`src/rtl/fir_pkg.sv`:
```
// Shared constants for the FIR datapath blocks: default word width, FIFO depth
// and a constant-evaluable ceil(log2) helper for pointer sizing.
package fir_pkg;

  localparam int unsigned FIR_WIDTH_DATA = 8;
  localparam int unsigned FIR_FIFO_DEPTH = 4;

  function automatic int unsigned fir_clog2(input int unsigned n);
    int unsigned r;
    r = 0;
    for (int unsigned i = 0; i < 32; i++) begin
      if ((32'd1 << i) < n) r = i + 1;
    end
    return r;
  endfunction

  localparam int unsigned FIR_FIFO_ADDR_W = fir_clog2(FIR_FIFO_DEPTH);

endpackage

```
`src/rtl/fir_fifo_ctrl.sv`:
```
// Pointer/occupancy control for the FIR output FIFO: qualifies push and pop,
// tracks count and the sticky overflow flag.
module fir_fifo_ctrl
  import fir_pkg::*;
#(
  parameter int unsigned DEPTH = FIR_FIFO_DEPTH
) (
  input  logic                           clk,
  input  logic                           reset,
  input  logic                           enable_i,
  input  logic                           out_ready_i,
  input  logic                           ovf_clear_i,
  output logic                           push_o,
  output logic [fir_clog2(DEPTH)-1:0]    wr_ptr_o,
  output logic [fir_clog2(DEPTH)-1:0]    rd_ptr_o,
  output logic [fir_clog2(DEPTH):0]      count_o,
  output logic                           out_valid_o,
  output logic                           overflow_o
);

  localparam int unsigned ADDR_W = fir_clog2(DEPTH);
  localparam int unsigned CNT_W  = ADDR_W + 1;

  logic [ADDR_W-1:0] wr_ptr_q, wr_ptr_d;
  logic [ADDR_W-1:0] rd_ptr_q, rd_ptr_d;
  logic [CNT_W-1:0]  count_q, count_d;
  logic              overflow_q, overflow_d;
  logic              full, pop, push, drop;

  // A full FIFO still accepts a write when the head leaves in the same cycle.
  assign full   = (count_q == CNT_W'(DEPTH));
  assign pop    = (count_q != '0) && out_ready_i;
  assign push   = enable_i && (!full || pop);
  assign drop   = enable_i && full && !pop;

  always_comb begin
    wr_ptr_d   = wr_ptr_q;
    rd_ptr_d   = rd_ptr_q;
    count_d    = count_q;
    overflow_d = overflow_q;
    if (push) wr_ptr_d = wr_ptr_q + ADDR_W'(1);
    if (pop)  rd_ptr_d = rd_ptr_q + ADDR_W'(1);
    if (push && !pop)      count_d = count_q + CNT_W'(1);
    else if (pop && !push) count_d = count_q - CNT_W'(1);
    // A dropped write outranks a simultaneous clear.
    if (drop)             overflow_d = 1'b1;
    else if (ovf_clear_i) overflow_d = 1'b0;
  end

  always_ff @(posedge clk or posedge reset) begin
    if (reset) begin
      wr_ptr_q   <= '0;
      rd_ptr_q   <= '0;
      count_q    <= '0;
      overflow_q <= 1'b0;
    end else begin
      wr_ptr_q   <= wr_ptr_d;
      rd_ptr_q   <= rd_ptr_d;
      count_q    <= count_d;
      overflow_q <= overflow_d;
    end
  end

  assign push_o      = push;
  assign wr_ptr_o    = wr_ptr_q;
  assign rd_ptr_o    = rd_ptr_q;
  assign count_o     = count_q;
  assign out_valid_o = (count_q != '0);
  assign overflow_o  = overflow_q;

endmodule

```
`src/rtl/fir_out_fifo.sv`:
```
// FIR output drain stage: small first-word-fall-through FIFO presenting filter
// results as a valid/ready stream, with a sticky overflow flag.
module fir_out_fifo
  import fir_pkg::*;
#(
  parameter int unsigned WIDTH_DATA = FIR_WIDTH_DATA,
  parameter int unsigned DEPTH      = FIR_FIFO_DEPTH
) (
  input  logic                        clk,
  input  logic                        reset,
  input  logic [WIDTH_DATA-1:0]       datain,
  input  logic                        enable,
  output logic [WIDTH_DATA-1:0]       dataout,
  output logic                        out_valid,
  input  logic                        out_ready,
  output logic [fir_clog2(DEPTH):0]   count,
  output logic                        overflow,
  input  logic                        ovf_clear
);

  localparam int unsigned ADDR_W = fir_clog2(DEPTH);

  logic [WIDTH_DATA-1:0] mem_q [DEPTH];
  logic [ADDR_W-1:0]     wr_ptr, rd_ptr;
  logic                  push;

  fir_fifo_ctrl #(
    .DEPTH (DEPTH)
  ) u_ctrl (
    .clk         (clk),
    .reset       (reset),
    .enable_i    (enable),
    .out_ready_i (out_ready),
    .ovf_clear_i (ovf_clear),
    .push_o      (push),
    .wr_ptr_o    (wr_ptr),
    .rd_ptr_o    (rd_ptr),
    .count_o     (count),
    .out_valid_o (out_valid),
    .overflow_o  (overflow)
  );

  // Storage is cleared on reset so dataout reads 0 before the first write.
  always_ff @(posedge clk or posedge reset) begin
    if (reset) begin
      for (int unsigned i = 0; i < DEPTH; i++) mem_q[i] <= '0;
    end else if (push) begin
      mem_q[wr_ptr] <= datain;
    end
  end

  assign dataout = mem_q[rd_ptr];

endmodule

```
`config.mk`:
```
export PLATFORM = sky130hd
export DESIGN_NAME = fir_out_fifo
export DESIGN_NICKNAME = d
export VERILOG_FILES = /design/src/rtl/fir_pkg.sv /design/src/rtl/fir_fifo_ctrl.sv /design/src/rtl/fir_out_fifo.sv
export SDC_FILE = /design/constraint.sdc
export NUM_CORES = 1
export LEC_CHECK = 0
export CAP_MARGIN = 20
export CORE_MARGIN = 1
export CORE_UTILIZATION = 35
export CTS_CLUSTER_DIAMETER = 150
export DETAILED_ROUTE_END_ITERATION = 12
export SETUP_SLACK_MARGIN = 0.1
export SLEW_MARGIN = 0
export SYNTH_ARGS = -nofsm -noshare
export SYNTH_HDL_FRONTEND = slang
export SYNTH_HIERARCHICAL = 1
export SYNTH_SLANG_ARGS = --single-unit
```
`constraint.sdc`:
```
create_clock -name clk -period 2.7 [get_ports clk]
set_input_delay 0.27 -clock clk [delete_from_list [all_inputs] [get_ports clk]]
set_output_delay 0.27 -clock clk [all_outputs]
set_load 0.1 [all_outputs]
```
* Word level (Yosys, flattened, before mapping)
Cells that the tools add are included.
** Operators by class
- Add/sub/neg operators :: 4
- $lt $le $gt $ge :: 3
- Eq/ne operators :: 1
- Multiplexer cells :: 10
- Bitwise operators :: 2
- Reductions and logical operators :: 14
** Operator list (count)
- 32-bit bitwise mux :: 1
- 8-bit 2-to-1 mux :: 3
- 8-bit binary-select mux with 2-bit select :: 1
- 8-bit demux with 2-bit select :: 1
- 1-bit logical AND :: 7
- 3-bit greater-or-equal comparator (second input constant) :: 2
- 3-bit 2-to-1 mux :: 2
- 2-bit NOT with 3-bit output :: 2
- 2-bit by 1-bit adder with 2-bit output (second input constant) :: 2
- 2-bit nonzero test :: 2
- 3-bit by 1-bit adder with 3-bit output (second input constant) :: 1
- 3-bit == test (second input constant) :: 1
- 1-bit logical NOT :: 3
- 3-bit by 1-bit less-than comparator with 1-bit output (second input constant) :: 1
- 3-bit nonzero test :: 1
- 3-bit by 1-bit subtractor with 3-bit output (second input constant) :: 1
- 1-bit 2-to-1 mux :: 2
- 1-bit logical OR :: 1
** Storage, ports and cells
- Flip-flop bits (word level) :: 40
- Output and inout port bits :: 13
- Word-level logic and storage cells :: 42

* Longest topological paths before layout
- Depth after elaboration :: 8
- Depth in mapped cells :: 8
- Mapped depth without buffers :: 8

* By module
The synthesis kept the hierarchy.
** Modules (own cells, without submodules)
- fir_out_fifo :: instances 1, cells each 79, area each 1405.1 um^2, seq. area each 800.8 um^2
- fir_fifo_ctrl :: instances 1, cells each 30, area each 374.1 um^2, seq. area each 200.2 um^2

* Worst setup path before layout
No wires, ideal clock.
- Path kind :: register to register
- From :: register u_ctrl.count_q[0], in the netlist u_ctrl/count_o[0]
- To :: register u_ctrl.count_q[2], in the netlist u_ctrl/count_o[2]
- Library setup time :: 162 ps
- Arrival time :: 2793 ps
- Data required time :: 2538 ps
- Setup slack :: -255 ps
- Stages on the path, launching flop included :: 9
- Buffers on the path :: 0
- Path through :: dfrtp_1 -> or3_2 -> nand2_1 -> ha_1 -> inv_1 -> fa_1 -> xor2_1 -> nor2_1 -> xor2_1
** On the way
- Word-level cells in the longest chain between the ends :: 7
- Elaborated cells on any way between the ends :: 15
** RTL lines
- from (decl) :: RTL line fir_fifo_ctrl.sv:26 : logic [CNT_W-1:0] count_q, count_d;
- from (signal assigned) :: RTL line fir_fifo_ctrl.sv:59 : count_q <= count_d;
- 3-bit nonzero test *
- via out_valid :: RTL line fir_out_fifo.sv:14 : output logic out_valid,
- 1-bit logical AND * :: RTL line fir_fifo_ctrl.sv:32 : assign pop = (count_q != '0) && out_ready_i;
- 1-bit logical OR :: RTL line fir_fifo_ctrl.sv:33 : assign push = enable_i && (!full || pop);
- 1-bit logical AND :: RTL line fir_fifo_ctrl.sv:33
- 1-bit logical NOT :: RTL line fir_fifo_ctrl.sv:44 : else if (pop && !push) count_d = count_q - CNT_W'(1);
- 1-bit logical AND :: RTL line fir_fifo_ctrl.sv:44
- 2-bit nonzero test (no line)
The timed path passes the listed nets; every way through them passes the cells marked *. The select of a mux whose other input is x is not followed.
A chain may end at the register's enable or synchronous reset.

* Final worst setup path
- From :: register u_ctrl.count_q[0], in the netlist u_ctrl/count_o[0]
- To :: register u_ctrl.count_q[1], in the netlist u_ctrl/count_o[1]
** On the way
- Elaborated cells on any way between the ends :: 15
** RTL lines
- 3-bit == test or 3-bit nonzero test (tied branches) :: RTL line fir_fifo_ctrl.sv:31, fir_fifo_ctrl.sv:32
- 1-bit logical NOT or 1-bit logical AND (tied branches) :: RTL line fir_fifo_ctrl.sv:33, fir_fifo_ctrl.sv:32
- 1-bit logical OR * :: RTL line fir_fifo_ctrl.sv:33
- 1-bit logical AND * :: RTL line fir_fifo_ctrl.sv:33
- via push :: RTL line fir_out_fifo.sv:25 : logic push;
- 1-bit logical AND * :: RTL line fir_fifo_ctrl.sv:43 : if (push && !pop) count_d = count_q + CNT_W'(1);
- 3-bit 2-to-1 mux * :: RTL line fir_fifo_ctrl.sv:43
- via u_ctrl.count_d[1] :: RTL line fir_fifo_ctrl.sv:26
Marked as above.

==> results.cfg <==
[global_route]
grt_start_max_net_pins = 33
busiest_layer = met2
grt_antenna_before_repair = 0
gr-usage-met2_pct = 25.10
grt-ovfl-total = 0
met1_usage_pct = 17.14
grt_pass1_vias = 1149
grt_pass1_wl_microns = 5609
use_met3_pct = 5.075
track_usage_pct = 14.79

[timing]
min_period_over_period_pct = 85.74
fin_skew_ns = 0.003832
period_minus_slack_ns = 2.315
finalHoldViolCount = 0
slew_headroom_pct = 55.02
setup_violations = 0
worstMarginPinSlew_ns = 0.6746
setup_tns_ns = 0
fmax_mhz = 432.0
rsz0062_at_grt = false
slew_viol_final = 0

[setup_path]
end_kind = register
r2r_slack_ns = 0.39
r2r_end = u_ctrl/count_o[1]
slowest_stage = or4b_4
required_ns = 2.88
worst-setup-path-type = register to register
critPathMaxStageDelay_ns = 0.56
critical_path.reg2reg.startpoint = u_ctrl/count_o[0]
ff2ff_path_depth = 6
crit_path_end = u_ctrl/count_o[1]
crit_fanout = 6
critPathLaunchType = register
arrival_ns = 2.50
startpoint = u_ctrl/count_o[0]
path_cells = or4b_4, and2_4, ha_1, inv_1, fa_1, mux2_2

[place]
place_congestion = 0.7090
portBuffers = 25
dp_hpwl_microns = 2277

[floorplan]
start_util_pct = 36.94
rows = 25
core_sq_mm = 0.004817
die_w_microns = 73.30
die_h_microns = 73.30
io_pins = 26
dieArea_sq_mm = 0.005373

[worst_hold_path]
hold_class = primary input to asynchronous set/reset pin

[clock_tree]
htreeDepth = 2
cts_resized = 0
post_cts_buffers = 0
cts_buffers = 5
clk_pin_slew_ns = 0.08
cts_root_buf = clkbuf_8
cts_tree = done
hold_buffers = 0
clock_latency_ns = 0.29
cts.path.max_buffers = 2
clock_sinks = 40

[finish]
num_antenna_cells = 0
layout.nets = 155
drive_above_1_share_pct = 51.77
fill_cells = 458
syn_to_final_growth_pct = 23.56

[yosys]
yosysSeqAreaShare_pct = 56.26
syn_nets = 124
ys.flop_type = dfrtp_1
yosysTopAreaCell = dfrtp_1
ys_ff_latch = 40
async_flop_share_pct = 100.0
synth_area_leaders = dfrtp_1 (56%), mux2_2 (21%), mux4_2 (10%), xnor2_1 (2.0%), xor2_1 (1.5%)
synth_edf_count = 0
yosysMostFrequentCell = dfrtp_1
synth_area_sq_mm = 0.001779
post_synth.cell_area_avg_sq_um = 16.32
netlist_instances = 109
synth_top_area_share_pct = 56.26
synth_common_cells = dfrtp_1 (40), mux2_2 (33), mux4_2 (8), inv_1 (5), xnor2_1 (4)
ys_types = 20
synth_warnings = 6

[drt]
ant_nets = 0
drc_errors = 0
wl_microns = 3407
drtIter0Drc = 27
num_vias = 998
avgRoutedWirePerCell_microns = 16.38
firstDrtPassIters = 2
viasPerCell = 4.798

[run_status]
outcome = completed

[flow_run]
drv_cap = 0
[kinds of logic (layout without fill, tap and decap cells)]
family	Yosys count	after routing	share of synthesized area [%]
muxes	41	41	31.01
DFF	40	40	56.26
and+or+nand+nor	11	11	5.555
xor gates and xnor gates	7	7	3.446
buffers and inverters	7	39	1.547
adders and majority gates	2	2	1.828
AOI/OAI and AO/OA	1	1	0.3518
[registers in the layout, indices dropped and copies added (netlist names)]
signal	count
u_ctrl/wr_ptr_o	2
mem_q	32
u_ctrl/overflow_o	1
u_ctrl/count_o	3
u_ctrl/rd_ptr_o	2
[worst min-delay path by stage]
| stage | from | to | slack [ns] |
|---|---|---|---|
| 6_report | reset | u_ctrl/rd_ptr_o[0] | 0.25 |
| 5_1_grt | reset | u_ctrl/rd_ptr_o[0] | 0.28 |
| 4_1_cts | reset | u_ctrl/rd_ptr_o[0] | 0.26 |
| 3_5_place_dp | u_ctrl/count_o[2] | u_ctrl/count_o[2] | 0.49 |
| 3_3_place_gp | mem_q[9] | mem_q[9] | 0.48 |
| 2_1_floorplan | reset | u_ctrl/overflow_o | 0.09 |
[per-layer routing]
| layer | vias to the layer above | wire length [microns] | part of all wire, % |
|---|---|---|---|
| li1 | 459 | - | - |
| met1 | 507 | 1481 | 43 |
| met2 | 25 | 1676 | 49 |
| met3 | 7 | 185 | 5.4 |
| met4 | 0 | 63 | 1.8 |
| met5 | - | 0 | 0 |
[area by class of cell]
class,count,area [sq um],area share (%)
Clock buffer,5,68.82,3.130
Clock inverter,3,42.54,1.935
Inverter,5,18.77,0.8537
Timing Repair Buffer,26,225.2,10.24
Tap cell,67,83.83,3.813
Multi-Input combinational cell,62,754.5,34.32
Sequential cell,40,1005,45.70
[worst max-delay path: cells and delay by family (launching register included)]
kind | cells | cell delay [ns]
DFF | 1 | 0.46
adders and majority gates | 2 | 0.63
muxes | 1 | 0.27
buffers and inverters | 1 | 0.07
and+or+nand+nor | 2 | 0.77
[placed cells by master, fill, tap and decap left out]
cell type        Yosys  routed
inv_1                5       5
clkbuf_8             0       5
nand3b_2             2       2
fa_1                 1       1
nor3b_4              1       1
nand2_1              1       1
o22ai_1              1       1
bufinv_16            0       1
nor2_1               1       1
or3_4                0       1
clkinvlp_4           0       1
mux4_2               8       8
or4b_4               1       1
clkinv_2             0       1
xnor2_1              4       4
buf_4                0      14
dfrtp_2              0       3
nand3_2              1       1
xor2_1               3       3
ha_1                 1       1
and2_4               1       1
nand3_1              2       2
mux2_2              33      33
dfrtp_1             40      37
clkdlybuf4s50_1      0      12
[metrics by stage]
step	area (sq um)	utilization (%)	hold slack (ns)	cells	setup WS, ns
after floorplan	1787	-	0.08546	109	0.2271
after global placement	2087	43.32	0.4817	200	0.2076
after detailed placement	2087	43.32	0.4863	200	0.1416
after CTS	2198	45.64	0.2620	208	0.3795
after global routing	2198	45.64	0.2849	208	0.3179
final	2198	45.64	0.2512	208	0.3852
Power is left out: the tool's default activity adds up to more than one toggle a clock period on the data nets, which glitch-free logic cannot reach.
